File: src/rtl/fifo_pkg.sv
// +----------------------------------------------------------------------------+
// | fifo_pkg : shared constants and helpers for fifo_flex and status consumers |
// | Revision : 1.0                                                             |
// +----------------------------------------------------------------------------+
`default_nettype none

package fifo_pkg;

  // Bits needed to encode the values 0 .. value-1. The result is never below 1.
  function automatic int fifo_clog2(input int value);
    int bits;
    bits = 1;
    while ((1 << bits) < value) bits++;
    return bits;
  endfunction

  // Bit positions of the packed status word.
  localparam int c_stat_empty        = 0;
  localparam int c_stat_almost_empty = 1;
  localparam int c_stat_almost_full  = 2;
  localparam int c_stat_full         = 3;
  localparam int c_stat_overflow     = 4;
  localparam int c_stat_underflow    = 5;
  localparam int c_stat_width        = 6;

  typedef logic [c_stat_width-1:0] fifo_status_t;

endpackage

`default_nettype wire

File: src/rtl/fifo_flex_if.sv
// +----------------------------------------------------------------------------+
// | fifo_flex_if : write/read/status bundle of fifo_flex                       |
// | Revision     : 1.0                                                         |
// +----------------------------------------------------------------------------+
`default_nettype none

interface fifo_flex_if #(
  parameter int NUM_SLOTS  = 4,
  parameter int DATA_WIDTH = 8
);
  import fifo_pkg::*;

  localparam int c_lvl_w = fifo_clog2(NUM_SLOTS + 1);

  logic                  clear;
  logic [DATA_WIDTH-1:0] data_write;
  logic                  write;
  logic                  full;
  logic                  almost_full;
  logic [DATA_WIDTH-1:0] data_read;
  logic                  next_read;
  logic                  empty;
  logic                  almost_empty;
  logic [c_lvl_w-1:0]    level;
  logic                  overflow;
  logic                  underflow;

  modport master (
    output clear, data_write, write, next_read,
    input  full, almost_full, data_read, empty, almost_empty, level, overflow, underflow
  );

  modport slave (
    input  clear, data_write, write, next_read,
    output full, almost_full, data_read, empty, almost_empty, level, overflow, underflow
  );

endinterface

`default_nettype wire

File: src/rtl/fifo_flex_mem.sv
// +----------------------------------------------------------------------------+
// | fifo_flex_mem : NUM_SLOTS x DATA_WIDTH array, sync write, async read       |
// | Revision      : 1.0                                                        |
// +----------------------------------------------------------------------------+
`default_nettype none

module fifo_flex_mem #(
  parameter int NUM_SLOTS  = 4,
  parameter int DATA_WIDTH = 8,
  parameter int ADDR_WIDTH = 2
) (
  input  wire logic                  clk,
  input  wire logic                  wr_en,
  input  wire logic [ADDR_WIDTH-1:0] wr_addr,
  input  wire logic [DATA_WIDTH-1:0] wr_data,
  input  wire logic [ADDR_WIDTH-1:0] rd_addr,
  output logic      [DATA_WIDTH-1:0] rd_data
);

  // Storage is deliberately never reset; only the pointers define validity.
  logic [DATA_WIDTH-1:0] r_mem [0:NUM_SLOTS-1];

  always_ff @(posedge clk) begin
    if (wr_en) r_mem[wr_addr] <= wr_data;
  end

  assign rd_data = r_mem[rd_addr];

endmodule

`default_nettype wire

File: src/rtl/fifo_flex.sv
// +----------------------------------------------------------------------------+
// | fifo_flex : first-word-fall-through FIFO of any depth >= 2 with sticky     |
// |             overflow/underflow flags and configurable almost thresholds    |
// | Revision  : 1.0                                                            |
// +----------------------------------------------------------------------------+
`default_nettype none

module fifo_flex #(
  parameter int NUM_SLOTS  = 4,
  parameter int DATA_WIDTH = 8,
  parameter int AF_LEVEL   = NUM_SLOTS - 1,
  parameter int AE_LEVEL   = 1
) (
  input wire logic  clk,
  input wire logic  rst,
  fifo_flex_if.slave bus
);
  import fifo_pkg::*;

  localparam int                 c_ptr_w    = fifo_clog2(NUM_SLOTS);
  localparam int                 c_lvl_w    = fifo_clog2(NUM_SLOTS + 1);
  localparam logic [c_ptr_w-1:0] c_last_ptr = c_ptr_w'(NUM_SLOTS - 1);
  localparam logic [c_ptr_w-1:0] c_ptr_one  = c_ptr_w'(1);
  localparam logic [c_lvl_w-1:0] c_lvl_one  = c_lvl_w'(1);
  localparam logic [c_lvl_w-1:0] c_full_lvl = c_lvl_w'(NUM_SLOTS);
  localparam logic [c_lvl_w-1:0] c_af_lvl   = c_lvl_w'(AF_LEVEL);
  localparam logic [c_lvl_w-1:0] c_ae_lvl   = c_lvl_w'(AE_LEVEL);

  generate
    if (NUM_SLOTS < 2 || AF_LEVEL < 1 || AF_LEVEL > NUM_SLOTS ||
        AE_LEVEL < 0 || AE_LEVEL >= NUM_SLOTS) begin : g_bad_params
      $error("fifo_flex: illegal NUM_SLOTS/AF_LEVEL/AE_LEVEL combination");
    end
  endgenerate

  logic [c_ptr_w-1:0] r_rd_ptr;
  logic [c_ptr_w-1:0] r_wr_ptr;
  logic [c_lvl_w-1:0] r_level;
  logic               r_overflow;
  logic               r_underflow;

  logic               w_rd_ok;
  logic               w_wr_ok;
  logic               w_rd_empty;
  logic               w_wr_drop;
  logic               w_mem_we;
  fifo_status_t       w_status;

  function automatic logic [c_ptr_w-1:0] f_ptr_inc(input logic [c_ptr_w-1:0] ptr);
    return (ptr == c_last_ptr) ? '0 : ptr + c_ptr_one;
  endfunction

  // A full FIFO still takes a write when the head leaves in the same cycle.
  assign w_rd_ok    = bus.next_read & ~w_status[c_stat_empty];
  assign w_wr_ok    = bus.write & (~w_status[c_stat_full] | w_rd_ok);
  assign w_rd_empty = bus.next_read & w_status[c_stat_empty];
  assign w_wr_drop  = bus.write & ~w_wr_ok;
  assign w_mem_we   = w_wr_ok & ~bus.clear;

  always_comb begin
    w_status                      = '0;
    w_status[c_stat_empty]        = (r_level == '0);
    w_status[c_stat_almost_empty] = (r_level <= c_ae_lvl);
    w_status[c_stat_almost_full]  = (r_level >= c_af_lvl);
    w_status[c_stat_full]         = (r_level == c_full_lvl);
    w_status[c_stat_overflow]     = r_overflow;
    w_status[c_stat_underflow]    = r_underflow;
  end

  always_ff @(posedge clk or negedge rst) begin
    if (!rst) begin
      r_rd_ptr    <= '0;
      r_wr_ptr    <= '0;
      r_level     <= '0;
      r_overflow  <= 1'b0;
      r_underflow <= 1'b0;
    end else if (bus.clear) begin
      r_rd_ptr    <= '0;
      r_wr_ptr    <= '0;
      r_level     <= '0;
      r_overflow  <= 1'b0;
      r_underflow <= 1'b0;
    end else begin
      if (w_wr_ok) r_wr_ptr <= f_ptr_inc(r_wr_ptr);
      if (w_rd_ok) r_rd_ptr <= f_ptr_inc(r_rd_ptr);
      case ({w_wr_ok, w_rd_ok})
        2'b10:   r_level <= r_level + c_lvl_one;
        2'b01:   r_level <= r_level - c_lvl_one;
        default: r_level <= r_level;
      endcase
      if (w_wr_drop)  r_overflow  <= 1'b1;
      if (w_rd_empty) r_underflow <= 1'b1;
    end
  end

  fifo_flex_mem #(
    .NUM_SLOTS  (NUM_SLOTS),
    .DATA_WIDTH (DATA_WIDTH),
    .ADDR_WIDTH (c_ptr_w)
  ) u_mem (
    .clk     (clk),
    .wr_en   (w_mem_we),
    .wr_addr (r_wr_ptr),
    .wr_data (bus.data_write),
    .rd_addr (r_rd_ptr),
    .rd_data (bus.data_read)
  );

  assign bus.empty        = w_status[c_stat_empty];
  assign bus.almost_empty = w_status[c_stat_almost_empty];
  assign bus.almost_full  = w_status[c_stat_almost_full];
  assign bus.full         = w_status[c_stat_full];
  assign bus.overflow     = w_status[c_stat_overflow];
  assign bus.underflow    = w_status[c_stat_underflow];
  assign bus.level        = r_level;

endmodule

`default_nettype wire

File: src/flat_wrapper.sv
// flat-port wrapper written by rule: the top's interface ports become plain ports
module fifo_flex_flat import fifo_pkg::*;
#(
  parameter int NUM_SLOTS  = 4,
  parameter int DATA_WIDTH = 8,
  parameter int AF_LEVEL   = NUM_SLOTS - 1,
  parameter int AE_LEVEL   = 1
)
  (clk, rst, bus_clear, bus_data_write, bus_write, bus_next_read, bus_full, bus_almost_full, bus_data_read, bus_empty, bus_almost_empty, bus_level, bus_overflow, bus_underflow);
  fifo_flex_if #(.NUM_SLOTS(NUM_SLOTS), .DATA_WIDTH(DATA_WIDTH)) bus_i ();
  input wire logic clk;
  input wire logic rst;
  input wire logic [$bits(bus_i.clear)-1:0] bus_clear;
  input wire logic [$bits(bus_i.data_write)-1:0] bus_data_write;
  input wire logic [$bits(bus_i.write)-1:0] bus_write;
  input wire logic [$bits(bus_i.next_read)-1:0] bus_next_read;
  output wire logic [$bits(bus_i.full)-1:0] bus_full;
  output wire logic [$bits(bus_i.almost_full)-1:0] bus_almost_full;
  output wire logic [$bits(bus_i.data_read)-1:0] bus_data_read;
  output wire logic [$bits(bus_i.empty)-1:0] bus_empty;
  output wire logic [$bits(bus_i.almost_empty)-1:0] bus_almost_empty;
  output wire logic [$bits(bus_i.level)-1:0] bus_level;
  output wire logic [$bits(bus_i.overflow)-1:0] bus_overflow;
  output wire logic [$bits(bus_i.underflow)-1:0] bus_underflow;
  assign bus_i.clear = bus_clear;
  assign bus_i.data_write = bus_data_write;
  assign bus_i.write = bus_write;
  assign bus_i.next_read = bus_next_read;
  assign bus_full = bus_i.full;
  assign bus_almost_full = bus_i.almost_full;
  assign bus_data_read = bus_i.data_read;
  assign bus_empty = bus_i.empty;
  assign bus_almost_empty = bus_i.almost_empty;
  assign bus_level = bus_i.level;
  assign bus_overflow = bus_i.overflow;
  assign bus_underflow = bus_i.underflow;
  fifo_flex #(.NUM_SLOTS(NUM_SLOTS), .DATA_WIDTH(DATA_WIDTH), .AF_LEVEL(AF_LEVEL), .AE_LEVEL(AE_LEVEL)) u_core (.clk(clk), .rst(rst), .bus(bus_i));
endmodule
File: config.mk
export PLATFORM = sky130hd
export DESIGN_NAME = fifo_flex_flat
export DESIGN_NICKNAME = d
export VERILOG_FILES = /design/src/rtl/fifo_pkg.sv /design/src/rtl/fifo_flex_if.sv /design/src/rtl/fifo_flex_mem.sv /design/src/rtl/fifo_flex.sv /design/src/flat_wrapper.sv
export SDC_FILE = /design/constraint.sdc
export NUM_CORES = 1
export LEC_CHECK = 0
export ABC_CLOCK_PERIOD_IN_PS = 1900
export CAP_MARGIN = 20
export CORE_UTILIZATION = 47
export CTS_CLUSTER_DIAMETER = 30
export CTS_CLUSTER_SIZE = 30
export DETAILED_ROUTE_END_ITERATION = 7
export PLACE_DENSITY = 0.74
export SLEW_MARGIN = 20
export SYNTH_ARGS = -nofsm -noshare
export SYNTH_HDL_FRONTEND = slang
export SYNTH_SLANG_ARGS = --single-unit
export TNS_END_PERCENT = 10
File: constraint.sdc
create_clock -name clk -period 1.9 [get_ports clk]
set_input_delay 0.38 -clock clk [delete_from_list [all_inputs] [get_ports clk]]
set_output_delay 0.38 -clock clk [all_outputs]
set_load 0.02 [all_outputs]
# After elaboration in Yosys (flattened, before gate mapping)
# Memory sizes are Yosys's and may differ from the RTL's.
# Cells that the tools add are included.
[word_totals]
n_memories = 1
regBits = 9
ram_bits = 32
output_inout_bits = 17
elab_cells = 47
inputBits = 13
mem_bits_ro = 0
latchBits = 0
[classes]
addsub = 4
muxes = 14
magnitude_cmp = 2
n_bitwise = 10
reduce_logical = 6
shifts = 0
multipliers = 0
n_div = 0
eq_ne = 5
[memory_table]
columns = ["name", "words", "width", "read_ports", "rd_ports_with_merged_regs", "wr", "line", "text"]
rows = [
  ["u_core.u_mem.r_mem", 4, 8, 1, 0, 1, "fifo_flex_mem.sv:21", "logic [DATA_WIDTH-1:0] r_mem [0:NUM_SLOTS-1];"],
]
[op_table]
columns = ["operator", "count"]
rows = [
  ["2-bit 2-to-1 mux", 6],
  ["2-bit nonzero test", 4],
  ["2-bit == test, second input constant", 3],
  ["1-bit 2-to-1 mux", 6],
  ["3-bit case mux with 2 select lines", 1],
  ["1-bit bitwise AND", 5],
  ["2-bit by 1-bit adder with 2-bit output, second input constant", 2],
  ["1-bit NOT", 4],
  ["3-bit by 1-bit adder with 3-bit output, second input constant", 1],
  ["3-bit == test, second input constant", 1],
  ["3-bit by 2-bit >= comparator with 1-bit output, second input constant", 1],
  ["3-bit by 1-bit less-or-equal comparator with 1-bit output, second input constant", 1],
  ["3-bit logical NOT", 1],
  ["3-bit 2-to-1 mux", 1],
  ["3-bit nonzero test", 1],
  ["3-bit by 1-bit subtractor with 3-bit output, second input constant", 1],
  ["2-bit by 1-bit == test with 1-bit output, second input constant", 1],
  ["1-bit OR", 1],
]

# Logic depth before layout (Yosys ltp)
# Gate-level depths: netlist of run 1.
[depth]
word_depth = 9
depth_mapped = 5
mapped_depth_nobuf = 5

# Hierarchy
# A second synthesis of run 1 with hierarchy kept.
[unflattened]
cells_unflattened = 106
area_unflattened_um2 = 1751.7
[by_module_without_submodules]
columns = ["mod", "cells_per_inst", "area_per_inst_um2", "instances", "seq_area_each_um2"]
rows = [
  ["fifo_flex_mem", 46, 1188.6, 1, 960.9],
  ["fifo_flex", 60, 563.0, 1, 225.2],
]

# Worst setup path before layout of run 1
# No wires, ideal clock.
[synth_timing]
path_kind = "register to register"
start = "register u_core.r_level[0], in the netlist u_core.bus.level[0]"
end = "memory u_core.u_mem.r_mem[3][0] (enable)"
synth_period_minus_slack_ns = 1.960
required_time_ns = 1.568
n_path_buf = 0
t_arrival_ns = 1.628
slack_ns = -0.060
path_stages_with_launch = 6
setup_ns = 0.332
cell_sequence = "dfrtp_1 -> inv_1 -> ha_1 -> and3b_2 -> nor3_1 -> and2_1"
[synth_between]
elab_chain_len = 8
elab_cells_between_ends = 10
classes_between = "1 x eq/ne; 2 x mux; 6 x bitwise; 1 x reduce/logical"
[synth_rtl]
columns = ["item", "line", "text"]
rows = [
  ["start, declared", "fifo_flex.sv:38", "logic [c_lvl_w-1:0] r_level;"],
  ["start signal, assigned", "fifo_flex.sv:87", "2'b10: r_level <= r_level + c_lvl_one;"],
  ["start signal, assigned", "fifo_flex.sv:88", "2'b01: r_level <= r_level - c_lvl_one;"],
  ["start signal, assigned", "fifo_flex.sv:89", "default: r_level <= r_level;"],
  ["3-bit logical NOT", "fifo_flex.sv:62", "w_status[c_stat_empty] = (r_level == '0);"],
  ["1-bit NOT", "fifo_flex.sv:54", "assign w_rd_ok = bus.next_read & ~w_status[c_stat_empty];"],
  ["1-bit bitwise AND", "fifo_flex.sv:54", ""],
  ["1-bit OR *", "fifo_flex.sv:55", "assign w_wr_ok = bus.write & (~w_status[c_stat_full] | w_rd_ok);"],
  ["1-bit bitwise AND *", "fifo_flex.sv:55", ""],
  ["1-bit bitwise AND *", "fifo_flex.sv:58", "assign w_mem_we = w_wr_ok & ~bus.clear;"],
  ["1-bit 2-to-1 mux *", "fifo_flex_mem.sv:24", "if (wr_en) r_mem[wr_addr] <= wr_data;"],
  ["1-bit 2-to-1 mux (not written as such) *", "fifo_flex_mem.sv:24", ""],
  ["end, declared", "fifo_flex_mem.sv:21", ""],
]
# Every way passes the cells marked *; elsewhere a longest branch is shown, timed or not.

# Final worst setup path of run 1
[layout_timing]
start = "register u_core.r_rd_ptr[0]"
end = "output port bus_data_read[4]"
[layout_between]
elab_chain_len = 1
[layout_rtl]
columns = ["item", "line", "text"]
rows = [
  ["start, declared", "fifo_flex.sv:36", "logic [c_ptr_w-1:0] r_rd_ptr;"],
  ["start signal, assigned", "fifo_flex.sv:85", "if (w_rd_ok) r_rd_ptr <= f_ptr_inc(r_rd_ptr);"],
  ["memory 4 x 8 bit", "--", ""],
  ["end, declared", "flat_wrapper.sv:19", "output wire logic [$bits(bus_i.data_read)-1:0] bus_data_read;"],
]
# No other way between the ends.

==> results by group, run 1 <==
Run status
  – Outcome: completed

Synth
  – Cells after synthesis: 121
  – Avg Inst Size Synth: around 15 µm²
  – Main synth FF type: edfxtp_1
  – Number of flops mapped to enable cells by yosys: 32
  – Syn Nets: 143
  – Async SR Flop Fraction: 0.220
  – Synth top area share: 0.516
  – Synth warnings: 0
  – Synth top area cells: edfxtp_1 (52%), dfrtp_1 (12%), mux4_2 (9.7%), ha_1 (6.0%), a21oi_1 (1.9%)
  – Synthesized area: 1860 µm²
  – Largest area contributor in the synthesized netlist: edfxtp_1
  – Synth cell types: 31
  – Register area share after synthesis: 0.637
  – Count of state elements after synthesis: 41

Finish
  – Area Overhead vs Synth: 31.6%
  – Post-layout util: 0.654
  – N_diodes: 0
  – Final #Nets: about 190
  – Final Instance Area: between 2000 and 2500 µm²
  – Layout cell share with drive strength beyond 1: 0.310

CTS
  – Clock Path Buffers: 2
  – Clock latency on the worst-skew pair: 0.29 ns
  – Hold Buf Count CTS: 0
  – H-tree Lvls: 2
  – CTS Buf Count: 5
  – Root buffer cell: clkbuf_8
  – Clk pin slew, worst setup/hold paths: 0.08 ns
  – Total clock sinks: 41
  – CTS tree: yes

Pwr
  – Cell Int Power: about 2.1 mW
  – Peak supply drop: 0.635 mV
  – Sw frac: 0.328
  – Leakage: 0.927 nW
  – Switch Pwr: 1.01 mW
  – Power per cell area: between 1000 and 1500 nW/µm²
  – Power share of the clock group: 0.222
  – Combinational group share of total power: 0.421
  – Seq pwr share: 0.357

STA
  – Final setup TNS: 0 ns
  – Slew Limit Fails: 0
  – Min Tclk post-route: around 1.9 ns
  – Hold Violations, Final: 0
  – Max_slew headroom: 0.712
  – Unrepaired setup endpoints after global routing: true
  – Setup Skew: 0.00347 ns
  – Fin worst setup slack: approximately 0.0035 ns
  – Fmax: 0.527 GHz
  – Final setup viols: 0
  – Crit share post-route: 0.998
  – Actual slew at the worst max-slew pin: 0.431 ns

Worst setup path
  – CP max FO: 8
  – CP endpoint kind: output port
  – Critical path cell sequence: buf_12 > mux4_2 > buf_2
  – CP peak stage delay: 0.50 ns
  – Worst R2R Setup Slack: about 0.08 ns
  – Worst Path Required: 1.52 ns
  – CP max stage cell: mux4_2
  – Delay-heaviest family, CP: multiplexers
  – Setup CP Type: flip-flop to output port
  – Worst EP arrival: 1.52 ns
  – Startpoint types: flip-flop
  – Buf+Inv Stages, Crit Path: 2

Place
  – Cell Area, Placed: 2360 µm²
  – Placer Congestion: 0.800
  – DP Wirelength: between 2000 and 3000 µm
  – Port Buf Inserts: 29
  – Pre-CTS setup slack: -0.114 ns

GRT
  – Grt total ovfl: 0
  – First-pass GRT wire length: between 5000 and 6000 µm
  – Vias in the first global route: around 1200
  – Pin count of the biggest net entering global routing: 14
  – GRT Util Overall: 0.192
  – Initial antenna violation count: 0

Routing
  – Final ANT Viol Nets: 0
  – Drt first pass iters: 4
  – Final WL: around 3700 µm
  – Avg Vias per Cell: between 5 and 6
  – WL per Instance: 16.8 µm
  – Vias: 1166
  – Iter 0 DRT Violations: 51
  – DR DRC count: 0

Die
  – Die H: 64.9 µm
  – Die X: 64.9 µm
  – Die area: 4220 µm²
  – Initial core utilization: 0.497
  – IO Pins: 30
  – Core Region: 3740 µm²
  – Row count: 22

Min path
  – Worst hold path class: input pin to async pin

Job
  – # Max-Cap Violations: 0
==> through the flow <==
stage / cells / hold slack [ns] / power [mW]
finish: 219 / 0.394 / 3.09
global route: 219 / 0.436 / 3.25
CTS: 219 / 0.407 / 3.08
detailed placement: 210 / 0.493 / 2.47
global placement: 210 / 0.483 / 2.43
floorplan: 121 / 0.0844 / 1.84
==> routing by layer <==
metal | vias up | routed length, µm | track usage
li1 | 556 | - | -
met5 | - | 0 | 0
met1 | 587 | 1590 | 0.234
met4 | 0 | 40 | 0.0778
met2 | 18 | 1950 | 0.336
met3 | 5 | 109 | 0.0317
==> worst paths after layout <==
path | startpoint | end | cells past startpoint
min in group clk | u_core.bus.overflow$_DFFE_PN0P_ | u_core.bus.overflow$_DFFE_PN0P_ | 2
worst min register to register | u_core.bus.overflow$_DFFE_PN0P_ | u_core.bus.overflow$_DFFE_PN0P_ | 2
max in group asynchronous | rst | u_core.r_rd_ptr[0]$_DFFE_PN0P_ | 1
worst max register to register | u_core.bus.level[0]$_DFFE_PN0P_ | u_core.u_mem.r_mem[1][1]$_DFFE_PP_ | 6
worst min-delay path | rst | u_core.bus.level[1]$_DFFE_PN0P_ | 1
worst max-delay path | u_core.r_rd_ptr[0]$_DFFE_PN0P_ | bus_data_read[4] | 3
==> cell type report <==
cell class	instances	area (µm²)
clock inverters	3	41.3
repair buffers	47	428
fillers	297	1290
flip-flops and latches	41	1190
inverters	9	33.8
well taps	48	60.1
clock buffers	5	68.8
multi-input cells	66	632
==> synth_stat cells (2+ instances only) <==
cell	count
dfrtp_1	9
nor3_1	2
nand3b_1	2
ha_1	9
or2b_1	2
mux4_2	8
edfxtp_1	32
inv_1	9
mux2_2	2
a221oi_1	2
or4_1	2
a21oi_1	7
and2_1	4
o21ai_0	4
nor2b_1	2
clkbuf_1	2
nor2_1	9
==> power groups by stage <==
stage	registers [mW]	logic [mW]	clock network, mW
finish	1.10	1.30	0.688
global route	1.11	1.41	0.727
CTS	1.10	1.28	0.695
detailed placement	1.12	1.35	0
global placement	1.12	1.31	0
floorplan	1.14	0.700	0
==> cell usage in the layout, fill, tap and decap left out, drive strengths merged <==
cell type and count:
o31ai 1, o211a 1, and3b 1, nor3 2, a2111oi 1, or3 1
clkdlybuf4s50 17, clkdlybuf4s15 1, nor3b 1, o21ai 4, inv 9, mux2i 1
nor2 9, clkinvlp 1, xnor2 1, mux2 2, o221ai 1, nand2 1
and2 4, bufinv 1, or2b 2, a221oi 2, a21oi 7, buf 28
dfrtp 9, clkinv 1, ha 9, clkbuf 6, a211o 1, nor2b 2
nand3b 2, mux4 8, edfxtp 32, or4 2
==> kinds of logic (layout without fill, tap and decap cells) <==
kind of cell	Yosys count	after routing	synth area share
DFF	41	41	0.637
and+or+nand+nor	27	27	0.0827
AOI/OAI and AO/OA	18	18	0.0659
buffers and inverters	14	64	0.0349
muxes	11	11	0.114
adders and majority gates	9	9	0.0605
xor gates and xnor gates	1	1	0.00471
==> worst reg2reg max path: cells and delay by family, from the launching register on <==
kind,cells,cell delay [ns]
and+or+nand+nor,3,0.66
DFF,1,0.42
buffers and inverters,2,0.26
adders and majority gates,1,0.20
==> sequential cells by signal (all words and copies together) (netlist names) <==
name and flops:
u_core.u_mem.r_mem 32, u_core.r_wr_ptr 2, u_core.r_rd_ptr 2, u_core.bus.underflow 1
u_core.bus.overflow 1, u_core.bus.level 3
==> what timing repair did <==
| item | CTS | global route |
|---|---|---|
| setup endpoints to repair | 44 | 43 |
| gates resized for setup | 49 | 4 |
| setup buffers | 1 | 0 |
No activity file was read; power rests on OpenSTA's default activity.
==> run 2, diff against run 1 <==
--- a/config.mk
+++ b/config.mk
@@ -12,6 +12,7 @@
 export CTS_CLUSTER_SIZE = 30
 export DETAILED_ROUTE_END_ITERATION = 7
 export PLACE_DENSITY = 0.74
+export SKIP_CTS_REPAIR_TIMING = 1
 export SLEW_MARGIN = 20
 export SYNTH_ARGS = -nofsm -noshare
 export SYNTH_HDL_FRONTEND = slang
==> constraint.sdc (replaced) <==
create_clock -name clk -period 1.9 [get_ports clk]
set_input_delay 0.38 -clock clk [delete_from_list [all_inputs] [get_ports clk]]
set_output_delay 0.38 -clock clk [all_outputs]
set_load 0.1 [all_outputs]
==> results by group, run 2 (same netlist as run 1, synthesis figures left out) <==
Finish
  – Layout cell share with drive strength beyond 1: 0.402 (+0.0925)
  – Most frequent cells in the layout: edfxtp_1 (32), buf_12 (16), clkdlybuf4s50_1 (12)
  – Final #Nets: 185 (-3.6%)
  – Most common cell after layout, fill and taps aside: edfxtp_1
  – N_diodes: 0 (unchanged)
  – Final Instance Area: 2640 µm² (+7.9%)
  – Number of flip-flops in the largest register: 32 (unchanged)
  – Largest Register: u_core.u_mem.r_mem
  – Area Overhead vs Synth: 42.0%

STA
  – Unrepaired setup endpoints after global routing: true
  – Slew Limit Fails: 0 (unchanged)
  – Min Tclk post-route: 1.94 ns (+0.0463 ns)
  – Hold Violations, Final: 0 (unchanged)
  – Crit share post-route: 1.02 (+0.0243)
  – Final setup viols: 9 (+9)
  – Actual slew at the worst max-slew pin: 0.421 ns (-0.00975 ns)
  – Setup Skew: 0.00389 ns (+0.000421 ns)
  – Fmax: 0.515 GHz (-2.4%)
  – Max_slew headroom: 0.718 (+0.00652)
  – Fin worst setup slack: -0.0427 ns (-0.0463 ns)
  – Hold slack: 0.386 ns (-0.00754 ns)

Min path
  – Worst hold path class: input pin to async pin

Pwr
  – Switch Pwr: 2.04 mW (+100%)
  – Power share of the clock group: 0.176 (-0.046)
  – Cell Int Power: 2.62 mW (+26%)
  – Peak supply drop: 1.08 mV (+70%)
  – Power per cell area: 1760 nW/µm² (+40%)
  – Combinational group share of total power: 0.578 (+0.157)
  – Total Power: 4.66 mW (+51%)
  – Seq pwr share: 0.245 (-0.112)
  – Sw frac: 0.438 (+0.111)
  – Leakage: 0.991 nW (+6.9%)

CTS
  – Root buffer cell: clkbuf_8
  – Clock latency on the worst-skew pair: 0.29 ns (about the same)
  – H-tree Lvls: 2 (unchanged)
  – CTS tree: yes
  – CTS Buf Count: 5 (unchanged)
  – Clk pin slew, worst setup/hold paths: 0.08 ns (about the same)
  – Clock Path Buffers: 2 (unchanged)
  – Total clock sinks: 41 (unchanged)

Worst setup path
  – Critical path origin: u_core.r_rd_ptr[0]$_DFFE_PN0P_
  – Startpoint types: flip-flop
  – CP peak stage delay: 0.54 ns (+0.04 ns)
  – Buf+Inv Stages, Crit Path: 2 (unchanged)
  – Delay-heaviest family, CP: multiplexers
  – Critical path cell sequence: buf_6 > mux4_2 > buf_12
  – R2R Path Start: u_core.bus.level[2]$_DFFE_PN0P_
  – Worst Path Required: 1.52 ns (about the same)
  – CP max FO: 6 (-2)
  – CP endpoint kind: output port
  – R2R depth: 4 (-2)
  – R2R Path End: u_core.u_mem.r_mem[3][1]$_DFFE_PP_
  – Worst EP arrival: 1.56 ns (+0.04 ns)
  – CP max stage cell: mux4_2
  – Worst R2R Setup Slack: 0.13 ns (+0.05 ns)
  – Setup CP Type: flip-flop to output port

GRT
  – GRT Util Overall: 0.181 (-0.0114)
  – Initial antenna violation count: 0 (unchanged)
  – Grt total ovfl: 0 (unchanged)
  – Pin count of the biggest net entering global routing: 15 (+1)
  – First-pass GRT wire length: 5550 µm (-4.7%)
  – Vias in the first global route: 1186 (-0.42%)

Job
  – # Max-Cap Violations: 0 (unchanged)

Place
  – DP Wirelength: 2540 µm (-3.4%)
  – Placer Congestion: 0.766 (-4.3%)
  – Cell Area, Placed: 2440 µm² (+3.5%)
  – Port Buf Inserts: 29 (unchanged)

Die
  – Die area: 4220 µm² (unchanged)
  – Core Region: 3740 µm² (unchanged)
  – Die H: 64.9 µm (unchanged)
  – IO Pins: 30 (unchanged)
  – Die X: 64.9 µm (unchanged)
  – Initial core utilization: 0.497 (unchanged)
  – Row count: 22 (unchanged)

Routing
  – Vias: 1124 (-3.6%)
  – Final ANT Viol Nets: 0 (unchanged)
  – DR DRC count: 0 (unchanged)
  – WL per Instance: 16.2 µm (-4.0%)
  – Drt first pass iters: 4 (unchanged)
  – Iter 0 DRT Violations: 82 (+61%)
  – Avg Vias per Cell: 5.30 (-0.42%)
  – Final WL: 3430 µm (-7.1%)

Run status
  – Failing checks: negative setup slack
  – Outcome: finished with violations
## run 2: cell count changes in the layout (fill, tap and decap cells not counted), sizes merged
cell,previous run,this run
clkbuf,6,5
clkinv,1,0
clkdlybuf4s50,17,12
clkdlybuf4s15,1,0
bufinv,1,2
## run 2: per-layer routing
metal  vias up  global-route usage  part of all wire
met5         -                   0                 0
li1        540                   -                 -
met4         0              0.0583            0.0090
met2        23               0.303              0.53
met3         5              0.0475             0.035
met1       556               0.226              0.43
## run 2: cell type report
cell class	instances	area [µm²]
Sequential cell	41	1200
Fill cell	259	1100
Multi-Input combinational cell	66	666
Timing Repair Buffer	40	538
Clock buffer	5	68.8
Clock inverter	3	68.8
Tap cell	48	60.1
Inverter	9	45.0
## run 2: how the worst max path moves through the flow
stage                                                     to  slack (ns)  cells past startpoint
after floorplan               u_core.r_rd_ptr[1]$_DFFE_PN0P_       -0.04                      5
after global placement    u_core.u_mem.r_mem[3][0]$_DFFE_PP_      -0.003                      4
after detailed placement     u_core.bus.level[0]$_DFFE_PN0P_       -0.09                      5
after CTS                                          bus_empty       -0.10                      4
after global routing                        bus_data_read[0]       -0.09                      3
final                                       bus_data_read[7]       -0.04                      3
## run 2: power by group through the flow
stage | Combinational, mW | Clock [mW] | Sequential (mW)
finish | 2.69 | 0.822 | 1.14
global route | 2.81 | 0.874 | 1.15
CTS | 2.54 | 0.839 | 1.17
detailed placement | 2.53 | 0 | 1.19
global placement | 2.48 | 0 | 1.18
floorplan | 1.48 | 0 | 1.39
## run 2: worst register-to-register path: cells and delay by family (launching register included)
family                 cells  cell delay (ns)
buffers and inverters      1             0.17
flip-flops                 1             0.52
AND/OR/NAND/NOR            3             0.76
## run 2: metrics by stage
step | utilization | TNS, ns | setup WS (ns) | std cells
5_1_grt | 0.706 | -0.696 | -0.0907 | 212
4_1_cts | 0.689 | -0.520 | -0.103 | 207
2_1_floorplan | - | -0.103 | -0.0388 | 121
3_3_place_gp | 0.652 | -0.0213 | -0.00276 | 199
6_report | 0.706 | -0.282 | -0.0427 | 212
3_5_place_dp | 0.652 | -0.539 | -0.0907 | 199
==> run 3, diff against run 2 <==
--- a/config.mk
+++ b/config.mk
@@ -7,11 +7,13 @@
 export LEC_CHECK = 0
 export ABC_CLOCK_PERIOD_IN_PS = 1900
 export CAP_MARGIN = 20
-export CORE_UTILIZATION = 47
+export CELL_PAD_IN_SITES_DETAIL_PLACEMENT = 1
+export CELL_PAD_IN_SITES_GLOBAL_PLACEMENT = 1
+export CORE_UTILIZATION = 39
 export CTS_CLUSTER_DIAMETER = 30
 export CTS_CLUSTER_SIZE = 30
 export DETAILED_ROUTE_END_ITERATION = 7
-export PLACE_DENSITY = 0.74
+export PLACE_DENSITY_LB_ADDON = 0.1
 export SKIP_CTS_REPAIR_TIMING = 1
 export SLEW_MARGIN = 20
 export SYNTH_ARGS = -nofsm -noshare
==> results by group, run 3 (same netlist as run 1, synthesis figures left out) <==
GRT
  – First-pass GRT wire length: 6260 µm (+13%)
  – Vias in the first global route: 1245 (+5.0%)
  – GRT Util Overall: 0.172 (-0.00895)
  – Initial antenna violation count: 0 (unchanged)
  – Busiest metal layer after global routing: met2
  – M3 GR Usage: 0.0484 (+0.000898)
  – GR Util met2: 0.287 (-0.0160)
  – Pin count of the biggest net entering global routing: 14 (-1)
  – M1 GR Usage: 0.215 (-0.0113)
  – Grt total ovfl: 0 (unchanged)

Min path
  – Worst hold path class: input pin to async pin

Die
  – IO Pins: 30 (unchanged)
  – Die area: 5050 µm² (+20%)
  – Die H: 71.1 µm (+9.5%)
  – Row count: 24 (+9.1%)
  – Core Region: 4470 µm² (+20%)
  – Initial core utilization: 0.416 (-0.0812)
  – Die X: 71.1 µm (+9.5%)

CTS
  – Root buffer cell: clkbuf_8
  – CTS Buf Count: 5 (unchanged)
  – Total clock sinks: 41 (unchanged)
  – Clock latency on the worst-skew pair: 0.29 ns (about the same)
  – Clock Path Buffers: 2 (unchanged)
  – Clk pin slew, worst setup/hold paths: 0.08 ns (about the same)
  – H-tree Lvls: 2 (unchanged)
  – CTS tree: yes

Place
  – Cell Area, Placed: 2480 µm² (+1.6%)
  – # placed instances: 206 (+3.5%)
  – DP Wirelength: 2820 µm (+11%)
  – Port Buf Inserts: 29 (unchanged)
  – Pre-CTS setup slack: -0.0890 ns (+0.00162 ns)
  – Placer Congestion: 0.813 (+6.2%)

Worst setup path
  – Startpoint types: flip-flop
  – CP dominant cell by count: buf_12
  – CP peak stage delay: 0.54 ns (about the same)
  – Setup CP Type: flip-flop to output port
  – CP endpoint kind: output port
  – R2R Path Start: u_core.bus.level[0]$_DFFE_PN0P_
  – Worst R2R Setup Slack: 0.10 ns (-0.03 ns)
  – Critical path cell sequence: buf_12 > mux4_2 > buf_12
  – Buf+Inv Stages, Crit Path: 2 (unchanged)
  – CP max stage cell: mux4_2
  – Worst EP arrival: 1.59 ns (+0.03 ns)
  – R2R Path End: u_core.u_mem.r_mem[1][2]$_DFFE_PP_
  – Delay-heaviest family, CP: multiplexers
  – CP max FO: 8 (+2)
  – R2R depth: 5 (+1)
  – Worst Path Required: 1.52 ns (about the same)

Finish
  – Final Instance Area: 2670 µm² (+1.1%)
  – N_diodes: 0 (unchanged)
  – Area Overhead vs Synth: 43.5%
  – Final #Nets: 188 (+1.6%)
  – Post-Layout Cell Count: 219 (+3.3%)
  – Layout cell share with drive strength beyond 1: 0.425 (+0.0227)
  – Post-layout util: 0.597 (-0.109)
  – Most frequent cells in the layout: edfxtp_1 (32), buf_12 (17), buf_4 (14)
  – Fillers: 412 (+59%)
  – Largest Register: u_core.u_mem.r_mem
  – Number of flip-flops in the largest register: 32 (unchanged)
  – Most common cell after layout, fill and taps aside: edfxtp_1

Pwr
  – Peak supply drop: 1.18 mV (+8.9%)
  – Power per cell area: 1690 nW/µm² (-3.8%)
  – Total Power: 4.53 mW (-2.8%)
  – Leakage: 0.997 nW (+0.63%)

STA
  – Fmax: 0.508 GHz (-1.3%)
  – Setup Skew: 0.00305 ns (-0.000841 ns)
  – Final setup TNS: -0.429 ns (-0.148 ns)
  – Hold Violations, Final: 0 (unchanged)
  – Max_slew headroom: 0.680 (-0.0382)
  – Crit share post-route: 1.04 (+0.0131)
  – Unrepaired setup endpoints after global routing: true
  – Hold slack: 0.404 ns (+0.0175 ns)
  – Slew Limit Fails: 0 (unchanged)
  – Final setup viols: 8 (-1)
  – Actual slew at the worst max-slew pin: 0.480 ns (+0.0586 ns)
  – Min Tclk post-route: 1.97 ns (+0.0249 ns)
  – Fin worst setup slack: -0.0676 ns (-0.0249 ns)

Routing
  – Final ANT Viol Nets: 0 (unchanged)
  – Iter 0 DRT Violations: 62 (-24%)
  – Final WL: 4030 µm (+18%)
  – Drt first pass iters: 8 (+4)
  – Vias: 1158 (+3.0%)
  – Avg Vias per Cell: 5.29 (-0.27%)
  – WL per Instance: 18.4 µm (+14%)
  – DR DRC count: 2 (+2)

Run status
  – Failing checks: design-rule violations, negative setup slack
  – Outcome: finished with violations

Job
  – # Max-Cap Violations: 0 (unchanged)
run 3: metal layers:
metal / wire length, µm / share of wire / up-vias
met4: 33 / 0.0082 / 0
met1: 1640 / 0.41 / 584
met3: 154 / 0.038 / 2
met5: 0 / 0 / -
met2: 2210 / 0.55 / 24
li1: - / - / 548
run 3: area by class of cell:
type / count / area, µm² / area share
clock buffer: 6 / 82.6 / 0.0309
clock inverter: 2 / 13.8 / 0.00515
inverter: 9 / 47.5 / 0.0178
multi-input combinational: 66 / 701 / 0.262
sequential: 41 / 1200 / 0.448
tap: 52 / 65.1 / 0.0243
timing repair buffer: 43 / 566 / 0.212
run 3: power breakdown:
group	leakage (nW)	internal (mW)	switching, mW
logic	0.540	1.08	1.69
registers	0.406	1.06	0.104
clock network	0.0512	0.294	0.301
run 3: worst max path at each step:
stage / start / to / slack (ns) / cells after the start
detailed placement: bus_write / u_core.bus.level[1]$_DFFE_PN0P_ / -0.09 / 5
floorplan: u_core.bus.level[1]$_DFFE_PN0P_ / u_core.r_rd_ptr[1]$_DFFE_PN0P_ / -0.04 / 5
finish: u_core.r_rd_ptr[0]$_DFFE_PN0P_ / bus_data_read[2] / -0.07 / 3
CTS: u_core.bus.level[0]$_DFFE_PN0P_ / bus_empty / -0.10 / 4
global route: u_core.r_rd_ptr[0]$_DFFE_PN0P_ / bus_data_read[6] / -0.12 / 3
global placement: bus_write / u_core.bus.level[0]$_DFFE_PN0P_ / -0.02 / 5
==> edit 1: new RTL, flow settings as in run 1 <==
Make the reset (`rst`) synchronous in one clocked block. Comments in the files are not updated.
--- a/src/rtl/fifo_flex.sv
+++ b/src/rtl/fifo_flex.sv
@@ -67,7 +67,7 @@
     w_status[c_stat_underflow]    = r_underflow;
   end
 
-  always_ff @(posedge clk or negedge rst) begin
+  always_ff @(posedge clk) begin
     if (!rst) begin
       r_rd_ptr    <= '0;
       r_wr_ptr    <= '0;
Check against the original RTL: differs if rst is asserted again (counterexample within 4 cycles, from zero or initial values and one cycle with rst low); with rst held inactive, the same outputs for 4 cycles.
==> edit 1 against run 1 <==
Clock skew barely moved. Design area grew 1.5%. Via count fell by 1.1%. Sequential cell count rose by 2. Setup slack gained 48 ps. Largest cell class unchanged. Routed wire length down 8.5%. Global-route usage decreased by 0.13 points. Area after synthesis down 1.8%. Critical endpoint is now bus_level[2].
Power is not compared: it rests on default switching activity, and its combinational part moved more than twofold at a synthesized area within 25%.
==> edit 1: results (changes against run 1) <==
Placed instance area: 0.00240 mm^2 (+1.7%)
Pre-CTS WS: -26.7 ps (+87.3 ps)
Repair and plain buffers: 52 (+11%)
Vias per cell: 5.01 (-5.8%)
Slowest Stage Delay on Critical Path: 600 ps (+100 ps)
Layout cells sized above 1: 32.4% (+1.4 points)
Starting DRT DRC Count: 47 (-7.8%)
Worst R2R Setup Slack: 200 ps (+120 ps)
Met1 WL: 1470 um (-7.4%)
Data arrival, critical path: 1470 ps (-50 ps)
Dpl hpwl: 2440 um (-7.0%)
Fin nets: 204 (+6.3%)
Net count after synthesis: 148 (+3.5%)
Status: finished clean
CP startpoint: u_core.bus.level[2]$_SDFFE_PP0P_
Non-Clock Buffer Area Fraction: 18.9% (+1.4 points)
R2r endpoint: u_core.u_mem.r_mem[2][5]$_DFFE_PP_
Hold Crit Class: reg2reg
GRT met2 Usage: 32.2% (-1.4 points)
Vias after detailed routing: 1153 (-1.1%)
Area of the multi-input gates: 606 um^2 (-4.2%)
Postcts setup bufs: 0 (-1)
Crit path capture: bus_level[2]
FF/Latch Area: 0.00118 mm^2 (-0.11%)
WL met3: 155 um (+42%)
F_max: 541 MHz (+2.6%)
RePlAce Congestion: 0.738 (-7.8%)
R2R cell count: 8 (+2)
M3 GR Usage: 6.25% (+3.1 points)
Seq/Total Area, Yosys: 64.6% (+0.90 points)
Slowest CP cell: clkdlybuf4s50_1
Average wire per standard cell: 14.7 um (-13%)
## edit 1: cell types whose count changed after synthesis, sizes merged, moves of 3 or more
cell,before,now
nand3,0,3
nand2,1,7
dfxtp,0,11
a21oi,7,10
dfrtp,9,0
## edit 1: kinds of logic after synthesis
| family | synth area share (%) |
|---|---|
| AOI/OAI and AO/OA | 7.05 |
| muxes | 10.4 |
| DFF | 64.6 |
| buffers and inverters | 2.53 |
| adders and majority gates | 6.84 |
| and+or+nand+nor | 8.56 |
## edit 1: through the flow
stage	hold WS (ps)	utilization [%]
finish	483	67.4
global route	506	67.4
CTS	490	67.7
detailed placement	469	65.1
global placement	456	65.1
floorplan	454	-
## edit 1: power by group through the flow
stage / Combinational, mW / Clock [mW] / Sequential, mW
CTS: 0.223 / 0.843 / 1.04
global route: 0.240 / 0.875 / 1.04
finish: 0.221 / 0.823 / 1.04
floorplan: 0.101 / 0 / 1.06
detailed placement: 0.233 / 0 / 1.06
global placement: 0.225 / 0 / 1.05
==> edit 2: new RTL, settings of run 1 <==
Without the edit above. `DATA_WIDTH` is set to 8 in 4 places; all go to 12.
--- a/src/rtl/fifo_flex_if.sv
+++ b/src/rtl/fifo_flex_if.sv
@@ -6,7 +6,7 @@
 
 interface fifo_flex_if #(
   parameter int NUM_SLOTS  = 4,
-  parameter int DATA_WIDTH = 8
+  parameter int DATA_WIDTH = 12
 );
   import fifo_pkg::*;
 
--- a/src/rtl/fifo_flex_mem.sv
+++ b/src/rtl/fifo_flex_mem.sv
@@ -6,7 +6,7 @@
 
 module fifo_flex_mem #(
   parameter int NUM_SLOTS  = 4,
-  parameter int DATA_WIDTH = 8,
+  parameter int DATA_WIDTH = 12,
   parameter int ADDR_WIDTH = 2
 ) (
   input  wire logic                  clk,
--- a/src/rtl/fifo_flex.sv
+++ b/src/rtl/fifo_flex.sv
@@ -7,7 +7,7 @@
 
 module fifo_flex #(
   parameter int NUM_SLOTS  = 4,
-  parameter int DATA_WIDTH = 8,
+  parameter int DATA_WIDTH = 12,
   parameter int AF_LEVEL   = NUM_SLOTS - 1,
   parameter int AE_LEVEL   = 1
 ) (
--- a/src/flat_wrapper.sv
+++ b/src/flat_wrapper.sv
@@ -2,7 +2,7 @@
 module fifo_flex_flat import fifo_pkg::*;
 #(
   parameter int NUM_SLOTS  = 4,
-  parameter int DATA_WIDTH = 8,
+  parameter int DATA_WIDTH = 12,
   parameter int AF_LEVEL   = NUM_SLOTS - 1,
   parameter int AE_LEVEL   = 1
 )
Interface: changed (resized bus_data_read and bus_data_write); port bits go from 30 to 38. The function was not compared with the original's and may differ.
==> edit 2 against run 1 <==
The run now ends with negative setup slack left. Total power increased by 27%. Count of clock-buffer cells in the layout increased by 6. Largest cell class unchanged. Design area increased by 31%. Die area increased by 30%. Sequential cell count increased by 16. Synthesized cell count increased by 17%. Area after synthesis increased by 31%. Setup slack got worse by 54 ps. Routed wire length increased by 33%.
==> edit 2: results (changes against run 1) <==
Largest net degree at the start of global routing: 15 (+1)
Layout cells sized above 1: 34.3% (+3.3 points)
Seq/Total Area, Yosys: 68.3% (+4.6 points)
# setup viols final: 12 (+12)
Num CTS Buffers: 9 (+4)
Fin nets: 231 (+20%)
RePlAce Congestion: 0.798 (-0.32%)
Net count after synthesis: 168 (+17%)
Worst R2R Setup Slack: 190 ps (+110 ps)
Clk_lat worst skew: 330 ps (+40 ps)
Crit Path Max Fanout: 7 (-1)
Vias in the first global route: 1567 (+32%)
Most frequent cells after synthesis: edfxtp_1 (48), mux4_2 (12)
Max reg flops: 48 (+50%)
Data arrival, critical path: 1570 ps (+50 ps)
Dpl hpwl: 3250 um (+24%)
Leakage power: 1.19 nW (+28%)
Fillers: 328 (+10%)
Setup TNS: -379 ps (-379 ps)
Synth area leaders: edfxtp_1 (59%), mux4_2 (11%), dfrtp_1 (9.2%)
Clk slew on worst S/H paths: 60 ps (-20 ps)
Post-synth EDFFs: 48 (+50%)
Port bufs: 37 (+28%)
Tot GR Track Use: 20.9% (+1.7 points)
Failing checks: negative setup slack
Worst-case vdd ir drop: 0.929 mV (+46%)
Starting DRT DRC Count: 71 (+39%)
First-pass GRT wire length: 7910 um (+36%)
Average wire per standard cell: 17.7 um (+5.3%)
FFs w/ async S/R, synth: 15.8% (-6.2 points)
CTS H-Tree Depth: 3 (+1)
Slew Limit Headroom: 67.3% (-3.9 points)
Setup slack after layout: -50.5 ps (-54.1 ps)
Status: finished, violations left
Vias per cell: 5.31 (-0.19%)
-- edit 2: cell types whose count changed after synthesis, sizes merged --
cell,delta
edfxtp,+16
mux4,+4
buf,+2
clkbuf,-1
-- edit 2: through the flow --
stage	cells	setup WS [ps]	hold slack, ps	cell area [um^2]	power, mW
2_1_floorplan	142	-43.3	84.4	2440	2.37
3_5_place_dp	259	-197	505	3070	3.09
6_report	277	-50.5	385	3210	3.93
4_1_cts	279	-93.2	377	3220	4.00
5_1_grt	277	-115	396	3210	4.12
3_3_place_gp	259	-148	482	3070	3.02
-- edit 2: routing by layer --
layer  share of wire, %  vias to the layer above  routed length, um  global-route usage, %
met2                 53                       45               2580                   34.3
li1                   -                      678                  -                      -
met3                4.9                        8                239                   5.28
met5                  0                        -                  0                      0
met4                1.8                        0                 88                   12.2
met1                 41                      741               2000                   25.3
-- edit 2: worst max path at each step --
stage / start / to / cells after the start
2_1_floorplan: u_core.bus.level[0]$_DFFE_PN0P_ / u_core.u_mem.r_mem[0][0]$_DFFE_PP_ / 5
3_3_place_gp: bus_write / u_core.u_mem.r_mem[2][11]$_DFFE_PP_ / 5
3_5_place_dp: bus_write / u_core.u_mem.r_mem[3][10]$_DFFE_PP_ / 5
4_1_cts: u_core.r_rd_ptr[0]$_DFFE_PN0P_ / bus_data_read[8] / 4
5_1_grt: u_core.r_rd_ptr[0]$_DFFE_PN0P_ / bus_data_read[10] / 3
6_report: u_core.r_rd_ptr[0]$_DFFE_PN0P_ / bus_data_read[10] / 3
-- edit 2: critical path, cell delays in order, from the launching register on --
cell,delay (ps)
dfrtp_1,390
buf_6,180
mux4_2,530
buf_6,150
-- edit 2: cells by family after synthesis --
| group | count (synthesis) | synth area share, % |
|---|---|---|
| compound gates | 18 | 5.03 |
| fa+ha+maj | 9 | 4.62 |
| simple gates | 27 | 6.31 |
| buf+inv | 15 | 2.92 |
| xor+xnor | 1 | 0.359 |
| mux | 15 | 12.4 |
| flops | 57 | 68.3 |
-- edit 2: repair_timing --
item,CTS,global route
pin swaps,0,0
hold endpoints to repair,0,0
setup endpoints to repair,16,63
setup buffers,3,0
gates resized for setup,67,19
gates cloned,1,0
-- edit 2: final cells by class --
cell class                 instances  share of cell area [%]
clock inverter                     5                   0.702
sequential                        57                    52.0
inverter                           9                    1.05
timing repair buffer              58                    17.3
multi-input combinational         70                    22.2
clock buffer                      11                    4.10
tap                               67                    2.61
-- edit 2: power by group --
part	switching (mW)	internal, mW	total, mW
Clock	0.440	0.457	0.897
Sequential	0.0617	1.45	1.51
Combinational	0.778	0.743	1.52
